`src/rtl/arm_pkg.sv`:
```
// Shared ARM pipeline constants: default datapath width, the NOP encoding and a pointer-width helper.
// Latency: none (package only).
// Backpressure: none (package only).
package arm_pkg;

    // Default PC / instruction width of the pipeline datapath.
    localparam int N_DEFAULT = 32;

    // Instruction presented to decode when no fetched word is available.
    localparam logic [31:0] NOP_INSTR = 32'h0;

    // Pointer width for a queue of the given depth; never below one bit.
    function automatic int ptr_width(input int depth);
        return (depth <= 2) ? 1 : $clog2(depth);
    endfunction

endpackage

```
`src/rtl/queue_storage.sv`:
```
// DEPTH x W register file: one synchronous write port, one asynchronous read port.
// Latency: write visible on the read port right after the writing edge; read is combinational.
// Backpressure: none; the owner decides when a write is allowed.
module queue_storage #(
    parameter int W     = 64,
    parameter int DEPTH = 4,
    parameter int AW    = 2
) (
    input  logic          clk,
    input  logic          we,
    input  logic [AW-1:0] waddr,
    input  logic [W-1:0]  wdata,
    input  logic [AW-1:0] raddr,
    output logic [W-1:0]  rdata
);

    // Contents are deliberately left unreset; validity is tracked by the owner's count.
    logic [W-1:0] mem [DEPTH];

    // Capture the write data into the addressed entry.
    always_ff @(posedge clk) begin
        if (we) begin
            mem[waddr] <= wdata;
        end
    end

    // Asynchronous read of the addressed entry.
    assign rdata = mem[raddr];

endmodule

```
`src/rtl/fetch_queue.sv`:
```
// Fetch-to-decode prefetch FIFO, first-word-fall-through, discarded on a taken branch.
// Latency: a pair written at edge t is the visible head right after t; consumable at t+1.
// Backpressure: freezeOut while full (decoded from registered count only); writes while full are dropped.
module fetch_queue
    import arm_pkg::*;
#(
    parameter int N     = N_DEFAULT,
    parameter int DEPTH = 4
) (
    input  logic                       clk,
    input  logic                       rst,
    input  logic                       wrValid,
    input  logic [N-1:0]               PCIn,
    input  logic [N-1:0]               instructionIn,
    output logic                       freezeOut,
    input  logic                       flush,
    input  logic                       rdEn,
    output logic                       validOut,
    output logic [N-1:0]               PCOut,
    output logic [N-1:0]               instructionOut,
    output logic [ptr_width(DEPTH):0]  count
);

    localparam int PW = ptr_width(DEPTH);
    localparam int CW = PW + 1;
    localparam logic [CW-1:0] FULL_CNT = CW'(DEPTH);

    logic [PW-1:0]  wr_ptr;
    logic [PW-1:0]  rd_ptr;
    logic [CW-1:0]  count_q;
    logic [CW-1:0]  count_nxt;
    logic           wr_accept;
    logic           rd_accept;
    logic [2*N-1:0] head_dat;

    // Status flags come only from the registered count so rdEn never reaches freezeOut.
    assign freezeOut = (count_q == FULL_CNT);
    assign validOut  = (count_q != '0);
    assign count     = count_q;

    // A flush cancels both the incoming pair and any consume in the same cycle.
    assign wr_accept = wrValid && !freezeOut && !flush;
    assign rd_accept = rdEn && validOut && !flush;

    // Occupancy update: a simultaneous read and write leave the count unchanged.
    always_comb begin
        count_nxt = count_q;
        case ({wr_accept, rd_accept})
            2'b10:   count_nxt = count_q + CW'(1);
            2'b01:   count_nxt = count_q - CW'(1);
            default: count_nxt = count_q;
        endcase
    end

    // Pointer and count registers; flush behaves like a synchronous reset of the queue state.
    always_ff @(posedge clk or negedge rst) begin
        if (!rst) begin
            wr_ptr  <= '0;
            rd_ptr  <= '0;
            count_q <= '0;
        end else if (flush) begin
            wr_ptr  <= '0;
            rd_ptr  <= '0;
            count_q <= '0;
        end else begin
            if (wr_accept) begin
                wr_ptr <= wr_ptr + PW'(1);
            end
            if (rd_accept) begin
                rd_ptr <= rd_ptr + PW'(1);
            end
            count_q <= count_nxt;
        end
    end

    queue_storage #(
        .W     (2 * N),
        .DEPTH (DEPTH),
        .AW    (PW)
    ) u_storage (
        .clk   (clk),
        .we    (wr_accept),
        .waddr (wr_ptr),
        .wdata ({PCIn, instructionIn}),
        .raddr (rd_ptr),
        .rdata (head_dat)
    );

    // Present the head entry, or a zero PC and a NOP when nothing is buffered.
    always_comb begin
        PCOut          = '0;
        instructionOut = N'(NOP_INSTR);
        if (validOut) begin
            PCOut          = head_dat[2*N-1:N];
            instructionOut = head_dat[N-1:0];
        end
    end

endmodule

```
`config.mk`:
```
export PLATFORM = sky130hd
export DESIGN_NAME = fetch_queue
export DESIGN_NICKNAME = d
export VERILOG_FILES = /design/src/rtl/arm_pkg.sv /design/src/rtl/queue_storage.sv /design/src/rtl/fetch_queue.sv
export SDC_FILE = /design/constraint.sdc
export NUM_CORES = 1
export LEC_CHECK = 0
export CAP_MARGIN = 20
export CORE_ASPECT_RATIO = 1.75
export CORE_MARGIN = 8
export CORE_UTILIZATION = 51
export CTS_BUF_LIST = sky130_fd_sc_hd__clkbuf_8
export CTS_CLUSTER_DIAMETER = 50
export DETAILED_ROUTE_END_ITERATION = 6
export PLACE_DENSITY = 0.78
export SETUP_SLACK_MARGIN = 0.5
export SLEW_MARGIN = 25
export SYNTH_ARGS = -nofsm -noshare
export SYNTH_HDL_FRONTEND = slang
export SYNTH_SLANG_ARGS = --single-unit
```
`constraint.sdc`:
```
create_clock -name clk -period 2.64 [get_ports clk]
set_input_delay 0.528 -clock clk [delete_from_list [all_inputs] [get_ports clk]]
set_output_delay 0.528 -clock clk [all_outputs]
set_load 0.005 [all_outputs]
```
# == Yosys cells after proc, flatten, opt, wreduce, memory -nomap -nowiden ==
# Memories as Yosys holds them, arrays and structs flattened.
# Cells that the tools add are included.
# Widths: inputs -> output; s select.
# classes
muxes,10
n_addsub,4
eq_ne,3
reduce_logical,10
# ops
op,n
$mux 32,2
$mux 2,4
$pmux 3 s2,1
$reduce_bool 3->1,2
$add 2x1->2 const B,2
$logic_and 1x1->1,4
$reduce_bool 2->1,2
$add 3x1->3 const B,1
$eq 3x3->1 const B,1
$mux 3,1
$sub 3x1->3 const B,1
$eq 2x1->1 const B,1
$eq 2x2->1 const B,1
$logic_not 1->1,2
$mux 1,2
# totals
mem_bits_rw,256
mem_count,1
reg_bits,7
# memory_table
name,depth,word_bits,read_ports,rd_ports_with_merged_regs,write_ports,line_no,source
u_storage.mem,4,64,1,0,1,queue_storage.sv:18,logic [W-1:0] mem [DEPTH];

# == Longest topological paths before layout ==
# logic_depth
word_depth,7
mapped_depth,10
ltp_nobuf,8

# == By module ==
# A second synthesis with hierarchy kept.
# unflattened
cells_unflattened,467
area_unflattened_um2,10334.9
# modules_own_cells
module,seq_area_each_um2,area_per_inst_um2,cells_each,instances
queue_storage,7687.4,9341.5,338,1
fetch_queue,175.2,993.5,129,1

# == Least setup slack after synthesis ==
# No wires, ideal clock.
# synth_timing
path_type,in2reg
from,input flush
to,memory u_storage.mem[0][0] (enable)
t_required_ps,2211
slack_ps,-355
path_stages,4
arrival_time_ps,2566
setup_time_ps,429
path_cell_list,clkbuf_1 nand2b_1 nor2_1 and2_1
# synth_between
elab_chain_len,4
# synth_rtl
element,line_no,source
start: declaration,fetch_queue.sv:16,"input logic flush,"
$logic_not 1->1,fetch_queue.sv:42,assign wr_accept = wrValid && !freezeOut && !flush;
$logic_and 1x1->1,fetch_queue.sv:42,
$mux 1,queue_storage.sv:22,if (we) begin
$mux 1 (implied by the code),queue_storage.sv:23,mem[waddr] <= wdata;
end: declaration,queue_storage.sv:18,
# No other way between the ends.

# == Worst setup path after layout ==
# layout_timing
from,register rd_ptr[0]
to,output PCOut[21]
# layout_between
elab_chain_len,2
# layout_rtl
element,line_no,source
start: declaration,fetch_queue.sv:29,logic [PW-1:0] rd_ptr;
start signal: assignment,fetch_queue.sv:70,rd_ptr <= rd_ptr + PW'(1);
$mem_v2 4x64,-,
$mux 32,fetch_queue.sv:93,if (validOut) begin
end: declaration,fetch_queue.sv:19,"output logic [N-1:0] PCOut,"
# No other way between the ends.

==> results.toml <==
[outcome]
status = "complete, but fails checks"
violations = "setup timing"

[placed_design]
detailedPlacementHpwl_um = 13730
placed_cells = 855
io_buffers = 137
place.gp.congestion = 0.8349
pre_cts_slack_ns = 0.03640
dpl_cell_area_um2 = 12170

[floorplan]
core_area_um2 = 19740
io_pins = 138
dieArea_um2 = 25050
die_h_um = 203.5
die_x_um = 123.1
start_util_pct = 51.88
rows = 68

[drt]
wl_per_cell_um = 23.84
via_per_inst = 5.552
detail-route-antenna-nets = 0
vias = 5313
first_iter_violations = 314
first_pass_iters = 4
drc = 0
finalWirelength_um = 22820

[logic_synthesis]
yosys_register_bits = 263
yosys-top-cells-area = "edfxtp_1, mux4_2, and2_1"
ys.flop_type = "edfxtp_1"
ys_top_cells_by_count = "edfxtp_1, and2_1, mux4_2, nor2_1, buf_2"
synth_nets = 547
synth_top_cell_area_share_pct = 75.06
syn_inst = 473
async_flop_share_pct = 2.662
synth_area_per_cell_um2 = 21.65
synth_area_leader_cell = "edfxtp_1"
syn_area_um2 = 10240
synth.distinct_cells = 29
yosysMostFrequentCell = "edfxtp_1"
yosysSeqAreaShare_pct = 76.77
yosysWarnings = 0
synth_edf_count = 256

[power_and_ir_drop]
ir_drop_v = 0.0005092
leakage_nw = 4.698
intPower_mw = 7.969
pwr-share-clk_pct = 27.8
switching_share_pct = 24.20
seqPwrFrac_pct = 45.9
power_switching_mw = 2.544
power.density_nw_per_um2 = 774.8
p_comb_share_pct = 26.4

[clock_network]
cts_tree = "done"
insertion_delay_ns = 0.52
cts_buffer_depth = 3
clock_sinks = 263
cts-htree-levels = 2
cts_buffers = 37
clockRootBuffer = "clkbuf_8"
clk_pin_slew_ns = 0.07

[global_route]
grt_usage_pct = 18.26
grt_pass1_wl_um = 34020
grt_max_degree = 34
antenna_found_initial = 0
grt_pass1_vias = 5883
grt-ovfl-total = 0

[timing]
final-max-slew-violation-count = 0
clock.fmax_mhz = 373.2
rsz0062_at_grt = "true"
period_share_pct = 101.5
maxSlewHeadroom_pct = 69.83
finClkSkew_ns = 0.01903
finalSetupViolCount = 39
finalHoldViolCount = 0
setup_ws_ns = -0.03934
period_minus_slack_ns = 2.679
tightest_slew_ns = 0.4478

[final_layout]
nets = 761
instances_no_fill = 957
final_area_um2 = 13570
syn_to_final_growth_pct = 32.49
final_util_pct = 68.74
drive_gt1_share_pct = 42.76

[worst_setup_path]
required_ns = 2.11
timing.rr.end = "count[2]"
rr_worst_depth = 9
criticalPathCategory = "reg -> out"
critPathLaunch = "rd_ptr[0]"
critPathMaxFanout = 8
reg2reg_setup_slack_ns = 0.35
start_kind = "flop"
r2r-start = "count[0]"
worstSetupEndpoint = "PCOut[21]"
end_kind = "primary output"
worst_ep_arrival_time_ns = 2.15

[run]
max-cap-violations = 0

[hold_path]
holdCritPathClass = "in -> async"
==> flip-flops by register name (all words and copies together) (netlist names) <==
signal         count
rd_ptr             2
wr_ptr             2
u_storage.mem    256
count              3
==> metrics by stage <==
| step | total power [mW] | setup TNS, ns | hold WS, ns |
|---|---|---|---|
| finish | 10.51 | -0.6354 | 0.3149 |
| floorplan | 5.899 | 0 | 0.2324 |
| CTS | 10.40 | -2.080 | 0.2807 |
| detailed placement | 6.936 | 0 | 0.6586 |
| global placement | 6.876 | 0 | 0.5620 |
| global route | 10.90 | -3.303 | 0.3121 |
==> critical path: stages (launching register included) <==
cell and delay, ns:
dfrtp_4 0.51, buf_4 0.16, buf_12 0.12, buf_12 0.14
mux4_2 0.43, and2_4 0.18, buf_6 0.11
==> final cells by class <==
| class | count | area (µm²) |
|---|---|---|
| Inverter | 4 | 15.01 |
| Fill cell | 1278 | 6171 |
| Tap cell | 245 | 306.5 |
| Clock buffer | 37 | 509.2 |
| Timing Repair Buffer | 200 | 2306 |
| Clock inverter | 26 | 153.9 |
| Sequential cell | 263 | 7873 |
| Multi-Input combinational cell | 181 | 2402 |
| Antenna cell | 1 | 2.502 |
==> power groups by stage <==
stage,registers (mW),logic (mW),clock network [mW]
2_1_floorplan,4.89,1.01,0
4_1_cts,4.82,2.60,2.99
3_3_place_gp,4.92,1.96,0
6_report,4.82,2.77,2.92
5_1_grt,4.83,2.94,3.13
3_5_place_dp,4.93,2.00,0
==> routing by layer <==
metal | GRT usage (%) | up-vias | share of wire, %
li1 | - | 2335 | -
met1 | 20.04 | 2736 | 35
met2 | 32.82 | 185 | 56
met3 | 3.766 | 57 | 6.1
met4 | 8.171 | 0 | 3.4
met5 | 0 | - | 0
==> placed cells by master, fill, tap and decap left out, types with 2 or more instances in the layout <==
master,netlist,layout
edfxtp_1,256,256
clkdlybuf4s50_1,0,70
mux4_2,64,64
buf_6,5,61
and2_4,0,54
clkbuf_8,0,37
buf_2,10,18
buf_4,2,18
buf_12,0,18
and2_1,68,14
inv_1,4,14
clkinv_1,0,11
nor2_1,11,10
buf_16,0,6
buf_8,0,6
ha_1,4,4
o21ai_0,5,3
xnor2_1,3,3
a21oi_1,4,3
clkinv_2,0,3
dfrtp_1,7,3
nor2b_1,2,2
nand3_1,2,2
xor2_1,2,2
bufinv_16,0,2
bufbuf_16,0,2
dfrtp_2,0,2
dfrtp_4,0,2
==> cells by family after synthesis <==
family                     count (synthesis)  synth area share [%]
DFF                                      263                 76.77
and+or+nand+nor                           92                 5.315
muxes                                     65                 14.17
buffers and inverters                     29                 1.625
AOI/OAI and AO/OA                         14                 1.002
xor gates and xnor gates                   5                0.4277
adders and majority gates                  5                0.6842
==> worst min path at each step <==
| stage | cells after the start | from | endpoint |
|---|---|---|---|
| after floorplan | 0 | rst | count[0] |
| after global placement | 2 | wr_ptr[1] | wr_ptr[1] |
| after detailed placement | 2 | wr_ptr[1] | wr_ptr[1] |
| after CTS | 1 | rst | count[2] |
| after global routing | 1 | rst | count[0] |
| final | 1 | rst | count[0] |
==> timing repair <==
item                                    CTS  global route
buffers inserted                         23             7
hold buffers                              0             0
pin swaps                                 9            30
gates resized for setup                 363            43
endpoints found under the setup margin   68           184
cloned                                    8             0
(Power assumes the default switching activity.)
